[src/rtl/imem_arbiter_if.sv]
// -----------------------------------------------------------------------------
// imem_arbiter_if
//
// Purpose:
//   Bundles the two requester ports of the instruction-ROM arbiter into a
//   single interface. Port 0 is the instruction fetch unit and port 1 is the
//   secondary reader (debug/loader or load-from-ROM path).
//
// Signals (direction seen from the arbiter, i.e. the slave modport):
//   i_req0, i_req1      in   1           access request, ports 0/1
//   i_addr0, i_addr1    in   ADDR_WIDTH  byte address, ports 0/1
//   o_gnt0, o_gnt1      out  1           grant, combinational, same cycle
//   o_rvalid0/1         out  1           read data valid, one-cycle pulse
//   o_rdata0/1          out  DATA_WIDTH  registered read data
//   o_err0/1            out  1           access error, qualified by o_rvalidN
//
// Modports:
//   master - requester side (drives requests, observes grants and returns)
//   slave  - arbiter side
// -----------------------------------------------------------------------------
`default_nettype none

interface imem_arbiter_if #(
    parameter int DATA_WIDTH = 32,
    parameter int ADDR_WIDTH = 32
);
    logic                  i_req0;
    logic                  i_req1;
    logic [ADDR_WIDTH-1:0] i_addr0;
    logic [ADDR_WIDTH-1:0] i_addr1;
    logic                  o_gnt0;
    logic                  o_gnt1;
    logic                  o_rvalid0;
    logic                  o_rvalid1;
    logic [DATA_WIDTH-1:0] o_rdata0;
    logic [DATA_WIDTH-1:0] o_rdata1;
    logic                  o_err0;
    logic                  o_err1;

    modport master (
        output i_req0, i_req1, i_addr0, i_addr1,
        input  o_gnt0, o_gnt1, o_rvalid0, o_rvalid1,
        input  o_rdata0, o_rdata1, o_err0, o_err1
    );

    modport slave (
        input  i_req0, i_req1, i_addr0, i_addr1,
        output o_gnt0, o_gnt1, o_rvalid0, o_rvalid1,
        output o_rdata0, o_rdata1, o_err0, o_err1
    );
endinterface

`default_nettype wire

[src/rtl/imem_arbiter.sv]
// -----------------------------------------------------------------------------
// imem_arbiter
//
// Purpose:
//   Two-port access controller in front of a single-read-port, combinational
//   instruction ROM. One ROM access is granted per cycle. Byte addresses are
//   converted to word indices and checked for alignment and range; the
//   granted port receives registered read data plus a one-cycle valid pulse
//   on the following cycle.
//
// Configuration macro:
//   IMEM_ARB_RR_EN  defined   -> round-robin arbitration (1-bit last_gnt)
//                   undefined -> fixed priority to port 0 with a MAX_WAIT
//                                anti-starvation counter for port 1
//
// Ports:
//   i_clk       in   1            clock, rising edge
//   i_rst_n     in   1            asynchronous active-low reset
//   bus         slave modport of imem_arbiter_if (requests, grants, returns)
//   o_rom_addr  out  ROM_AW       word index presented to the ROM
//   i_rom_data  in   DATA_WIDTH   combinational ROM output
// -----------------------------------------------------------------------------
`default_nettype none

module imem_arbiter #(
    parameter int                    DATA_WIDTH     = 32,
    parameter int                    ADDR_WIDTH     = 32,
    parameter int                    ROM_BLOCKS_NUM = 128,
    parameter logic [DATA_WIDTH-1:0] ROM_DEFLT_DATA = '0,
    parameter int                    MAX_WAIT       = 4,
    localparam int                   ROM_AW         = (ROM_BLOCKS_NUM > 1) ? $clog2(ROM_BLOCKS_NUM) : 1
) (
    input  wire logic                  i_clk,
    input  wire logic                  i_rst_n,
    imem_arbiter_if.slave              bus,
    output      logic [ROM_AW-1:0]     o_rom_addr,
    input  wire logic [DATA_WIDTH-1:0] i_rom_data
);

    // -------------------------------------------------------------------------
    // Address checking helper: misaligned or beyond the last ROM word.
    // The word index is zero-extended back to ADDR_WIDTH so the range compare
    // sees every address bit, not just the bits that reach the ROM.
    // -------------------------------------------------------------------------
    function automatic logic addr_is_bad(input logic [ADDR_WIDTH-1:0] addr);
        logic [ADDR_WIDTH-1:0] word_idx;
        word_idx = {2'b00, addr[ADDR_WIDTH-1:2]};
        return (addr[1:0] != 2'b00) ||
               (word_idx >= ADDR_WIDTH'(ROM_BLOCKS_NUM));
    endfunction

    // -------------------------------------------------------------------------
    // Request qualification and address decode
    // -------------------------------------------------------------------------
    logic              req0_s;
    logic              req1_s;
    logic              bad0_s;
    logic              bad1_s;
    logic [ROM_AW-1:0] idx0_s;
    logic [ROM_AW-1:0] idx1_s;
    logic              gnt0_s;
    logic              gnt1_s;

    // Requests are masked while reset is asserted so that nothing is granted
    // and every output, including the combinational ones, reads 0 in reset.
    always_comb begin
        req0_s = bus.i_req0 & i_rst_n;
        req1_s = bus.i_req1 & i_rst_n;
        bad0_s = addr_is_bad(bus.i_addr0);
        bad1_s = addr_is_bad(bus.i_addr1);
        idx0_s = bus.i_addr0[ROM_AW+1:2];
        idx1_s = bus.i_addr1[ROM_AW+1:2];
    end

`ifdef IMEM_ARB_RR_EN
    // -------------------------------------------------------------------------
    // Round-robin arbitration. last_gnt_q holds the port granted most
    // recently; on contention the other port wins. Reset value 1 makes port 0
    // win the first contention after reset.
    // -------------------------------------------------------------------------
    logic last_gnt_q;
    logic last_gnt_d;

    // Grant selection: a lone requester always wins, contention alternates.
    always_comb begin
        gnt0_s = 1'b0;
        gnt1_s = 1'b0;
        if (req0_s && req1_s) begin
            gnt0_s = last_gnt_q;
            gnt1_s = ~last_gnt_q;
        end else begin
            gnt0_s = req0_s;
            gnt1_s = req1_s;
        end
    end

    // Pointer next state: follows every grant, holds while idle.
    always_comb begin
        last_gnt_d = last_gnt_q;
        if (gnt1_s) begin
            last_gnt_d = 1'b1;
        end else if (gnt0_s) begin
            last_gnt_d = 1'b0;
        end else begin
            last_gnt_d = last_gnt_q;
        end
    end

    // Pointer register.
    always_ff @(posedge i_clk or negedge i_rst_n) begin
        if (!i_rst_n) begin
            last_gnt_q <= 1'b1;
        end else begin
            last_gnt_q <= last_gnt_d;
        end
    end
`else
    // -------------------------------------------------------------------------
    // Fixed-priority arbitration with anti-starvation. wait_q counts the
    // consecutive cycles port 1 has been requesting without a grant; once it
    // reaches MAX_WAIT, port 1 overrides port 0 for one grant.
    // -------------------------------------------------------------------------
    localparam logic [3:0] MAX_WAIT_C = 4'(MAX_WAIT);
    localparam logic [3:0] WAIT_SAT_C = 4'hF;

    logic [3:0] wait_q;
    logic [3:0] wait_d;
    logic       starve_s;

    // Grant selection: port 0 by default, port 1 when alone or starved.
    always_comb begin
        starve_s = req1_s && (wait_q == MAX_WAIT_C);
        gnt1_s   = req1_s && (!req0_s || starve_s);
        gnt0_s   = req0_s && !gnt1_s;
    end

    // Wait counter next state: clear on grant or withdrawal, else saturate up.
    always_comb begin
        wait_d = wait_q;
        if (!req1_s || gnt1_s) begin
            wait_d = 4'h0;
        end else if (wait_q != WAIT_SAT_C) begin
            wait_d = wait_q + 4'h1;
        end else begin
            wait_d = wait_q;
        end
    end

    // Wait counter register.
    always_ff @(posedge i_clk or negedge i_rst_n) begin
        if (!i_rst_n) begin
            wait_q <= 4'h0;
        end else begin
            wait_q <= wait_d;
        end
    end
`endif

    // -------------------------------------------------------------------------
    // ROM address: granted word index, 0 when the ROM is not being accessed.
    // -------------------------------------------------------------------------
    logic [ROM_AW-1:0] rom_addr_s;

    // ROM address mux.
    always_comb begin
        rom_addr_s = {ROM_AW{1'b0}};
        if (gnt0_s) begin
            rom_addr_s = idx0_s;
        end else if (gnt1_s) begin
            rom_addr_s = idx1_s;
        end else begin
            rom_addr_s = {ROM_AW{1'b0}};
        end
    end

    // -------------------------------------------------------------------------
    // Return path. Only the granted port's registers load; the other port's
    // data holds while its valid and error flags drop to 0. An erroneous
    // access returns ROM_DEFLT_DATA and never samples the ROM output.
    // -------------------------------------------------------------------------
    logic                  rvalid0_q, rvalid0_d;
    logic                  rvalid1_q, rvalid1_d;
    logic                  err0_q,    err0_d;
    logic                  err1_q,    err1_d;
    logic [DATA_WIDTH-1:0] rdata0_q,  rdata0_d;
    logic [DATA_WIDTH-1:0] rdata1_q,  rdata1_d;

    // Port 0 return next state.
    always_comb begin
        rvalid0_d = gnt0_s;
        err0_d    = gnt0_s & bad0_s;
        rdata0_d  = rdata0_q;
        if (gnt0_s) begin
            if (bad0_s) begin
                rdata0_d = ROM_DEFLT_DATA;
            end else begin
                rdata0_d = i_rom_data;
            end
        end else begin
            rdata0_d = rdata0_q;
        end
    end

    // Port 1 return next state.
    always_comb begin
        rvalid1_d = gnt1_s;
        err1_d    = gnt1_s & bad1_s;
        rdata1_d  = rdata1_q;
        if (gnt1_s) begin
            if (bad1_s) begin
                rdata1_d = ROM_DEFLT_DATA;
            end else begin
                rdata1_d = i_rom_data;
            end
        end else begin
            rdata1_d = rdata1_q;
        end
    end

    // Return path registers; reset drops any access granted in the last cycle.
    always_ff @(posedge i_clk or negedge i_rst_n) begin
        if (!i_rst_n) begin
            rvalid0_q <= 1'b0;
            rvalid1_q <= 1'b0;
            err0_q    <= 1'b0;
            err1_q    <= 1'b0;
            rdata0_q  <= {DATA_WIDTH{1'b0}};
            rdata1_q  <= {DATA_WIDTH{1'b0}};
        end else begin
            rvalid0_q <= rvalid0_d;
            rvalid1_q <= rvalid1_d;
            err0_q    <= err0_d;
            err1_q    <= err1_d;
            rdata0_q  <= rdata0_d;
            rdata1_q  <= rdata1_d;
        end
    end

    // -------------------------------------------------------------------------
    // Output drive
    // -------------------------------------------------------------------------
    assign bus.o_gnt0    = gnt0_s;
    assign bus.o_gnt1    = gnt1_s;
    assign bus.o_rvalid0 = rvalid0_q;
    assign bus.o_rvalid1 = rvalid1_q;
    assign bus.o_err0    = err0_q;
    assign bus.o_err1    = err1_q;
    assign bus.o_rdata0  = rdata0_q;
    assign bus.o_rdata1  = rdata1_q;
    assign o_rom_addr    = rom_addr_s;

endmodule

`default_nettype wire

[src/flat_wrapper.sv]
// flat-port wrapper written by rule: the top's interface ports become plain ports
module imem_arbiter_flat 
#(
    parameter int                    DATA_WIDTH     = 32,
    parameter int                    ADDR_WIDTH     = 32,
    parameter int                    ROM_BLOCKS_NUM = 128,
    parameter logic [DATA_WIDTH-1:0] ROM_DEFLT_DATA = '0,
    parameter int                    MAX_WAIT       = 4,
    localparam int                   ROM_AW         = (ROM_BLOCKS_NUM > 1) ? $clog2(ROM_BLOCKS_NUM) : 1
)
  (i_clk, i_rst_n, o_rom_addr, i_rom_data, bus_i_req0, bus_i_req1, bus_i_addr0, bus_i_addr1, bus_o_gnt0, bus_o_gnt1, bus_o_rvalid0, bus_o_rvalid1, bus_o_rdata0, bus_o_rdata1, bus_o_err0, bus_o_err1);
  imem_arbiter_if #(.DATA_WIDTH(DATA_WIDTH), .ADDR_WIDTH(ADDR_WIDTH)) bus_i ();
  input  wire logic i_clk;
  input  wire logic i_rst_n;
  output      logic [ROM_AW-1:0] o_rom_addr;
  input  wire logic [DATA_WIDTH-1:0] i_rom_data;
  input wire logic [$bits(bus_i.i_req0)-1:0] bus_i_req0;
  input wire logic [$bits(bus_i.i_req1)-1:0] bus_i_req1;
  input wire logic [$bits(bus_i.i_addr0)-1:0] bus_i_addr0;
  input wire logic [$bits(bus_i.i_addr1)-1:0] bus_i_addr1;
  output wire logic [$bits(bus_i.o_gnt0)-1:0] bus_o_gnt0;
  output wire logic [$bits(bus_i.o_gnt1)-1:0] bus_o_gnt1;
  output wire logic [$bits(bus_i.o_rvalid0)-1:0] bus_o_rvalid0;
  output wire logic [$bits(bus_i.o_rvalid1)-1:0] bus_o_rvalid1;
  output wire logic [$bits(bus_i.o_rdata0)-1:0] bus_o_rdata0;
  output wire logic [$bits(bus_i.o_rdata1)-1:0] bus_o_rdata1;
  output wire logic [$bits(bus_i.o_err0)-1:0] bus_o_err0;
  output wire logic [$bits(bus_i.o_err1)-1:0] bus_o_err1;
  assign bus_i.i_req0 = bus_i_req0;
  assign bus_i.i_req1 = bus_i_req1;
  assign bus_i.i_addr0 = bus_i_addr0;
  assign bus_i.i_addr1 = bus_i_addr1;
  assign bus_o_gnt0 = bus_i.o_gnt0;
  assign bus_o_gnt1 = bus_i.o_gnt1;
  assign bus_o_rvalid0 = bus_i.o_rvalid0;
  assign bus_o_rvalid1 = bus_i.o_rvalid1;
  assign bus_o_rdata0 = bus_i.o_rdata0;
  assign bus_o_rdata1 = bus_i.o_rdata1;
  assign bus_o_err0 = bus_i.o_err0;
  assign bus_o_err1 = bus_i.o_err1;
  imem_arbiter #(.DATA_WIDTH(DATA_WIDTH), .ADDR_WIDTH(ADDR_WIDTH), .ROM_BLOCKS_NUM(ROM_BLOCKS_NUM), .ROM_DEFLT_DATA(ROM_DEFLT_DATA), .MAX_WAIT(MAX_WAIT)) u_core (.i_clk(i_clk), .i_rst_n(i_rst_n), .bus(bus_i), .o_rom_addr(o_rom_addr), .i_rom_data(i_rom_data));
endmodule
[config.mk]
export PLATFORM = sky130hd
export DESIGN_NAME = imem_arbiter_flat
export DESIGN_NICKNAME = d
export VERILOG_FILES = /design/src/rtl/imem_arbiter_if.sv /design/src/rtl/imem_arbiter.sv /design/src/flat_wrapper.sv
export SDC_FILE = /design/constraint.sdc
export NUM_CORES = 1
export LEC_CHECK = 0
export BUFFER_PORTS_ARGS = -buffer_cell sky130_fd_sc_hd__buf_2
export CAP_MARGIN = 15
export CORE_UTILIZATION = 40
export CTS_CLUSTER_SIZE = 20
export DETAILED_ROUTE_END_ITERATION = 8
export GPL_ROUTABILITY_DRIVEN = 0
export PLACE_DENSITY = 0.73
export SYNTH_ARGS = -nofsm -noshare
export SYNTH_HDL_FRONTEND = slang
export SYNTH_SLANG_ARGS = --single-unit
[constraint.sdc]
create_clock -name i_clk -period 1.6 [get_ports i_clk]
set_input_delay 0.08 -clock i_clk [delete_from_list [all_inputs] [get_ports i_clk]]
set_output_delay 0.08 -clock i_clk [all_outputs]
set_load 0.02 [all_outputs]
# Word level (Yosys, flattened, before mapping)
# Cells that the tools add are included.
[word_totals]
register_bits = 72
inputBits = 100
output_inout_bits = 77
word_cells = 35
[classes]
add_sub_neg = 1
order_cmp = 2
eq_ne = 2
mux = 6
bitwise_logic = 4
n_reduce_logical = 13
[ops]
columns = ["operator", "count"]
rows = [
  ["2-to-1 mux 32 bit", 2],
  ["greater-or-equal comparator 30 x 8 -> 1 bit, second input constant", 2],
  ["2-to-1 mux 7 bit", 2],
  ["2-to-1 mux 4 bit", 2],
  ["nonzero test 2 bit", 3],
  ["adder 4 x 1 -> 4 bit, second input constant", 1],
  ["bitwise AND 1 bit", 4],
  ["equality test 4 x 3 -> 1 bit, second input constant", 1],
  ["logical OR 1 bit", 4],
  ["!= test 4 bit, second input constant", 1],
  ["logical AND 1 bit", 3],
  ["logical NOT 1 bit", 3],
]

# Logic depth before layout (Yosys ltp)
[logic_depth]
ltp_word = 7
mapped_depth = 7
mapped_depth_nobuf = 5

# Worst setup path before layout
# No wires, ideal clock.
[synth_timing]
path_kind = "reg-to-output"
from = "register u_core.wait_q[0]"
to = "output o_rom_addr[0]"
arrival_ps = 1667
t_required_ps = 1520
setup_slack_ps = -147
stages_incl_launch_ff = 7
n_path_buf = 1
cell_sequence = "dfrtp_1 -> inv_1 -> ha_1 -> and4b_1 -> buf_6 -> nor2_2 -> a22o_1"
[synth_via]
elab_chain_len = 7
word_cells_on_any_way = 8
cone_classes = "1 x eq/ne; 2 x mux; 5 x reduce/logical"
[synth_lines]
columns = ["item", "line_no", "text"]
rows = [
  ["from (decl)", "imem_arbiter.sv:126", "logic [3:0] wait_q;"],
  ["from (signal assigned)", "imem_arbiter.sv:154", "wait_q <= wait_d;"],
  ["equality test 4 x 3 -> 1 bit", "imem_arbiter.sv:132", "starve_s = req1_s && (wait_q == MAX_WAIT_C);"],
  ["logical AND 1 bit", "imem_arbiter.sv:132", ""],
  ["logical OR 1 bit", "imem_arbiter.sv:133", "gnt1_s = req1_s && (!req0_s || starve_s);"],
  ["logical AND 1 bit", "imem_arbiter.sv:133", ""],
  ["logical NOT 1 bit", "imem_arbiter.sv:134", "gnt0_s = req0_s && !gnt1_s;"],
  ["logical AND 1 bit", "imem_arbiter.sv:134", ""],
  ["via bus_o_gnt0", "flat_wrapper.sv:21", "output wire logic [$bits(bus_i.o_gnt0)-1:0] bus_o_gnt0;"],
  ["2-to-1 mux 7 bit", "imem_arbiter.sv:167", "if (gnt0_s) begin"],
  ["to (decl)", "flat_wrapper.sv:15", "output logic [ROM_AW-1:0] o_rom_addr;"],
]
# The timed path passes the listed nets, and every way through them passes these cells.

# Worst setup path in the final report
[layout_timing]
from = "register u_core.wait_q[1]"
to = "output o_rom_addr[2]"
[layout_via]
elab_chain_len = 7
word_cells_on_any_way = 8
cone_classes = "1 x eq/ne; 2 x mux; 5 x reduce/logical"
[layout_lines]
columns = ["item", "line_no"]
rows = [
  ["equality test 4 x 3 -> 1 bit (*)", "imem_arbiter.sv:132"],
  ["logical AND 1 bit (*)", "imem_arbiter.sv:132"],
  ["logical OR 1 bit (*)", "imem_arbiter.sv:133"],
  ["logical AND 1 bit (*)", "imem_arbiter.sv:133"],
  ["logical NOT 1 bit", "imem_arbiter.sv:134"],
  ["logical AND 1 bit", "imem_arbiter.sv:134"],
  ["2-to-1 mux 7 bit (*)", "imem_arbiter.sv:167"],
]
# Every way passes the cells marked *; elsewhere a longest branch is shown, timed or not.

==> run summary <==
The run finished, with violations left. The final reports fail on setup timing. By area the synthesized netlist is led by sky130_fd_sc_hd__dfrtp_1 (46%), sky130_fd_sc_hd__o32ai_2 (12%), sky130_fd_sc_hd__o2111ai_1 (7.2%).

The sum of overflow across all layers after global routing came out at 0. The floorplan row count is 35. Registers are responsible for between 40% and 50% of the overall power.

Cells with a size suffix above 1 make up 51.5% of the layout. The number of nets in the layout came out at 674. The H-tree was split into 3 levels. Setup repair after global routing could not meet its margin everywhere. The x dimension of the die came out at 100 um. For this block, the via count after detailed routing is a little over 4k.

In the final routed layout, each cell accounts on average for 19.0 um. The area fraction of the dominant cell type after synthesis came out at 46.5%. The setup violation total in the final timing report came out at 59.

The mean post-synth cell area came out at 10.7 um^2. The global-route total usage across every layer came out at 25.5%. Counting every net in the synthesized netlist gives 464. The sequential share of the synthesized area is roughly 46%. CTS placed an instance of sky130_fd_sc_hd__clkbuf_8 at the clock tree root.

TritonCTS built the clock tree. No sink is reached through more buffers than the 2 on the longest clock path. The post-place instance area is 4960 um^2.

The total of max-cap violations is 0. The die footprint is 10,100 um^2. The class of the tightest hold or removal check is input pin to flip-flop. The clock sink count is 72. The async set-reset flop share out of synthesis came out at 100%. The fraction of power spent switching nets came out at between 20% and 30%.

The post-synthesis cell area came out at 3880 um^2. The total power density per cell area is 704 nW/um^2. The cell-internal power came out at roughly 3.2 mW.

The largest total area in the synthesized netlist belongs to sky130_fd_sc_hd__dfrtp_1. The library cells used most frequently in the layout, excluding fill and tap cells, are sky130_fd_sc_hd__buf_2 (167), sky130_fd_sc_hd__dfrtp_1 (72), sky130_fd_sc_hd__inv_1 (35), sky130_fd_sc_hd__nand3_1 (35). The largest net degree at the start of global routing came out at 52. The worst-margin pin slew is 0.420 ns. The worst setup path is of the flip-flop to output pin kind. The placed wire-length estimate after detailed placement came out at ~8 mm. The final non-filler cell area came out at between 5000 and 6000 um^2. Synthesis inferred slightly above 70 register bits. The detailed-routing iteration count for the pre-antenna-repair pass came out at 5. The total area of sequential cells is ~1800 um^2. The later-pin clock latency in the skew report is ~0.35 ns. The effective utilization at floorplan came out at 41.6%. The share of total power dissipated in the clock network is 43.4%. The multi-input gate area in the final layout came out at 1820 um^2. The wire length reported by the detailed router is around 13 mm. The number of buffer cells added on primary ports came out at 176. The post-detailed-route DRC marker count is 0. The wire length of the first global-routing pass is approximately 20 mm.

The required time at the endpoint of the critical path is about 1.5 ns. The commonest non-fill, non-tap cell in the layout is sky130_fd_sc_hd__buf_2. For the worst setup path, the data arrival time is 1.86 ns. The maximum clock rate came out at 516 MHz. The count of pins over their slew limit is 0.

The maximum fanout along the worst path came out at 6. The clock-pin transition on the worst setup and hold timing paths came out at 0.08 ns. The global routing's busiest layer is met2. The fill cell total of the finished layout came out at 784. The routing usage on met2 is a little over two fifths. The per-cell via count in the routed design came out at roughly 5.8. The most instantiated flip-flop cell in the synthesis netlist is sky130_fd_sc_hd__dfrtp_1. The switching power of the nets is approximately 1.0 mW.

The met3 demand-to-capacity share in global routing is 4.04%. The share of total power dissipated in combinational logic is a little over an eighth. The count of inserted antenna diode cells is 0. The CTS buffer count came out at 9. The endpoint kind of the worst setup timing path is an output pin. The worst-case headroom to the max-slew limit came out at 71.9%. Prior to clock tree synthesis, the placed netlist has a worst setup slack of -0.0366 ns.

The total core area is 9330 um^2. The post-synthesis cell type count is 30. After technology mapping, the gate count stands at 362. The number of antenna violations at the first check in global routing came out at 0. The remaining number of nets flagged by the antenna check after routing is 0. During synthesis, Yosys emitted a total of 0 warnings. The hold violation total from the final report was 0.

The setup clock skew after layout is 0.0122 ns. The worst setup path is launched from a flip-flop. The setup TNS is -6.97 ns. Across the VDD grid, the largest voltage drop is 0.434 mV. The first-iteration detailed-routing DRC count came out at 298. The number of primary I/O pins is 177. The post-layout worst setup margin came out at -0.338 ns. The via count of the first global-routing pass is 3,955. In this run, synthesis inferred 0 flip-flops with an integrated enable.

The minimum period implied by the final worst setup slack came out at 1.94 ns. The fraction of the cycle the final worst path needs is 121%. For this design the static power due to leakage is 2.75 nW. In the global route stage, met1 resource usage came out at 33.6%. Compared with the post-synthesis result, the final layout area differs by 54.0%. The die is 100 um tall.
## final timing paths
| check | from | to | slack (ns) | cells after the start |
|---|---|---|---|---|
| hold reg to reg | u_core.bus.o_rdata0[22] | u_core.bus.o_rdata0[22] | 0.50 | 2 |
| min in group asynchronous | i_rst_n | u_core.wait_q[2] | 0.22 | 2 |
| hold / removal | i_rom_data[6] | u_core.bus.o_rdata0[6] | 0.002 | 3 |
| setup reg to reg | u_core.wait_q[1] | u_core.bus.o_err0 | -0.20 | 11 |
| max in group asynchronous | i_rst_n | u_core.bus.o_rdata1[24] | 0.80 | 3 |
| setup / recovery | u_core.wait_q[1] | o_rom_addr[2] | -0.34 | 8 |
## cells in the mapped netlist, types with 2 or more instances
cell type,instances
sky130_fd_sc_hd__nand2_1,3
sky130_fd_sc_hd__nand4_2,2
sky130_fd_sc_hd__o32ai_2,29
sky130_fd_sc_hd__nand3_1,37
sky130_fd_sc_hd__o2111ai_1,32
sky130_fd_sc_hd__inv_1,35
sky130_fd_sc_hd__o31ai_1,32
sky130_fd_sc_hd__o21ai_0,32
sky130_fd_sc_hd__a22o_1,7
sky130_fd_sc_hd__buf_4,7
sky130_fd_sc_hd__nor3_1,4
sky130_fd_sc_hd__o32ai_1,3
sky130_fd_sc_hd__buf_2,7
sky130_fd_sc_hd__nor2_1,6
sky130_fd_sc_hd__ha_1,2
sky130_fd_sc_hd__clkbuf_1,23
sky130_fd_sc_hd__nor4_1,10
sky130_fd_sc_hd__buf_6,7
sky130_fd_sc_hd__o21a_1,2
sky130_fd_sc_hd__dfrtp_1,72
## routing by layer
metal	part of all wire, %	routed length (um)
met3	7.6	1020
met4	1.9	253
met5	0	0
met1	39	5240
met2	52	6920
## registers in the layout (all words and copies together), names as in the netlist
signal                flops
u_core.bus.o_err0         1
u_core.bus.o_err1         1
u_core.bus.o_rdata0      32
u_core.bus.o_rdata1      32
u_core.bus.o_rvalid0      1
u_core.bus.o_rvalid1      1
u_core.wait_q             4
## final cells by class
cell class,count,area share (%)
Multi-Input combinational cell,210,30.4
Inverter,35,2.20
Clock inverter,5,1.72
Sequential cell,72,30.2
Clock buffer,11,2.54
Tap cell,129,2.70
Timing Repair Buffer,244,30.3
## what timing repair did
item,CTS,global route
setup buffers,12,6
endpoints found under the hold margin,90,0
setup endpoints to repair,17,73
hold buffers,19,0
pin swaps,5,3
cloned,2,7
resized for setup,50,37
## cell families (layout without fill, tap and decap cells)
logic type / count (synthesis) / in the layout / share of synthesized area, %
AO/OA/AOI/OAI: 139 / 139 / 32.8
flip-flops: 72 / 72 / 46.5
buffers and inverters: 80 / 295 / 10.0
adder cells (fa/ha/maj): 2 / 2 / 0.645
XOR/XNOR: 1 / 1 / 0.226
AND/OR/NAND/NOR: 67 / 67 / 9.59
multiplexers: 1 / 1 / 0.258
## critical path, cell delays in order (launching register included)
cell and delay, ns:
sky130_fd_sc_hd__dfrtp_1 0.38, sky130_fd_sc_hd__inv_1 0.06, sky130_fd_sc_hd__ha_2 0.17, sky130_fd_sc_hd__and4b_2 0.26, sky130_fd_sc_hd__buf_12 0.11, sky130_fd_sc_hd__nor2_4 0.04
sky130_fd_sc_hd__buf_6 0.15, sky130_fd_sc_hd__a22o_1 0.21, sky130_fd_sc_hd__buf_6 0.13
## power by group through the flow
stage | clock network [mW] | logic [mW] | registers, mW
detailed placement | 0 | 0.442 | 1.86
CTS | 1.83 | 0.526 | 1.83
floorplan | 0 | 0.175 | 1.87
global route | 1.92 | 0.590 | 1.83
finish | 1.82 | 0.551 | 1.83
global placement | 0 | 0.430 | 1.86
## through the flow
step                      utilization (%)  hold WS [ns]  instances  power (mW)
after global routing                 64.0       0.00361        706        4.34
final                                64.0       0.00222        706        4.20
after floorplan                         -        -0.216        362        2.05
after CTS                            60.6     0.0000784        694        4.19
after detailed placement             53.1       -0.0826        647        2.31
after global placement               53.1       -0.0860        647        2.29
Note: power is estimated with default switching activity, not from simulation.
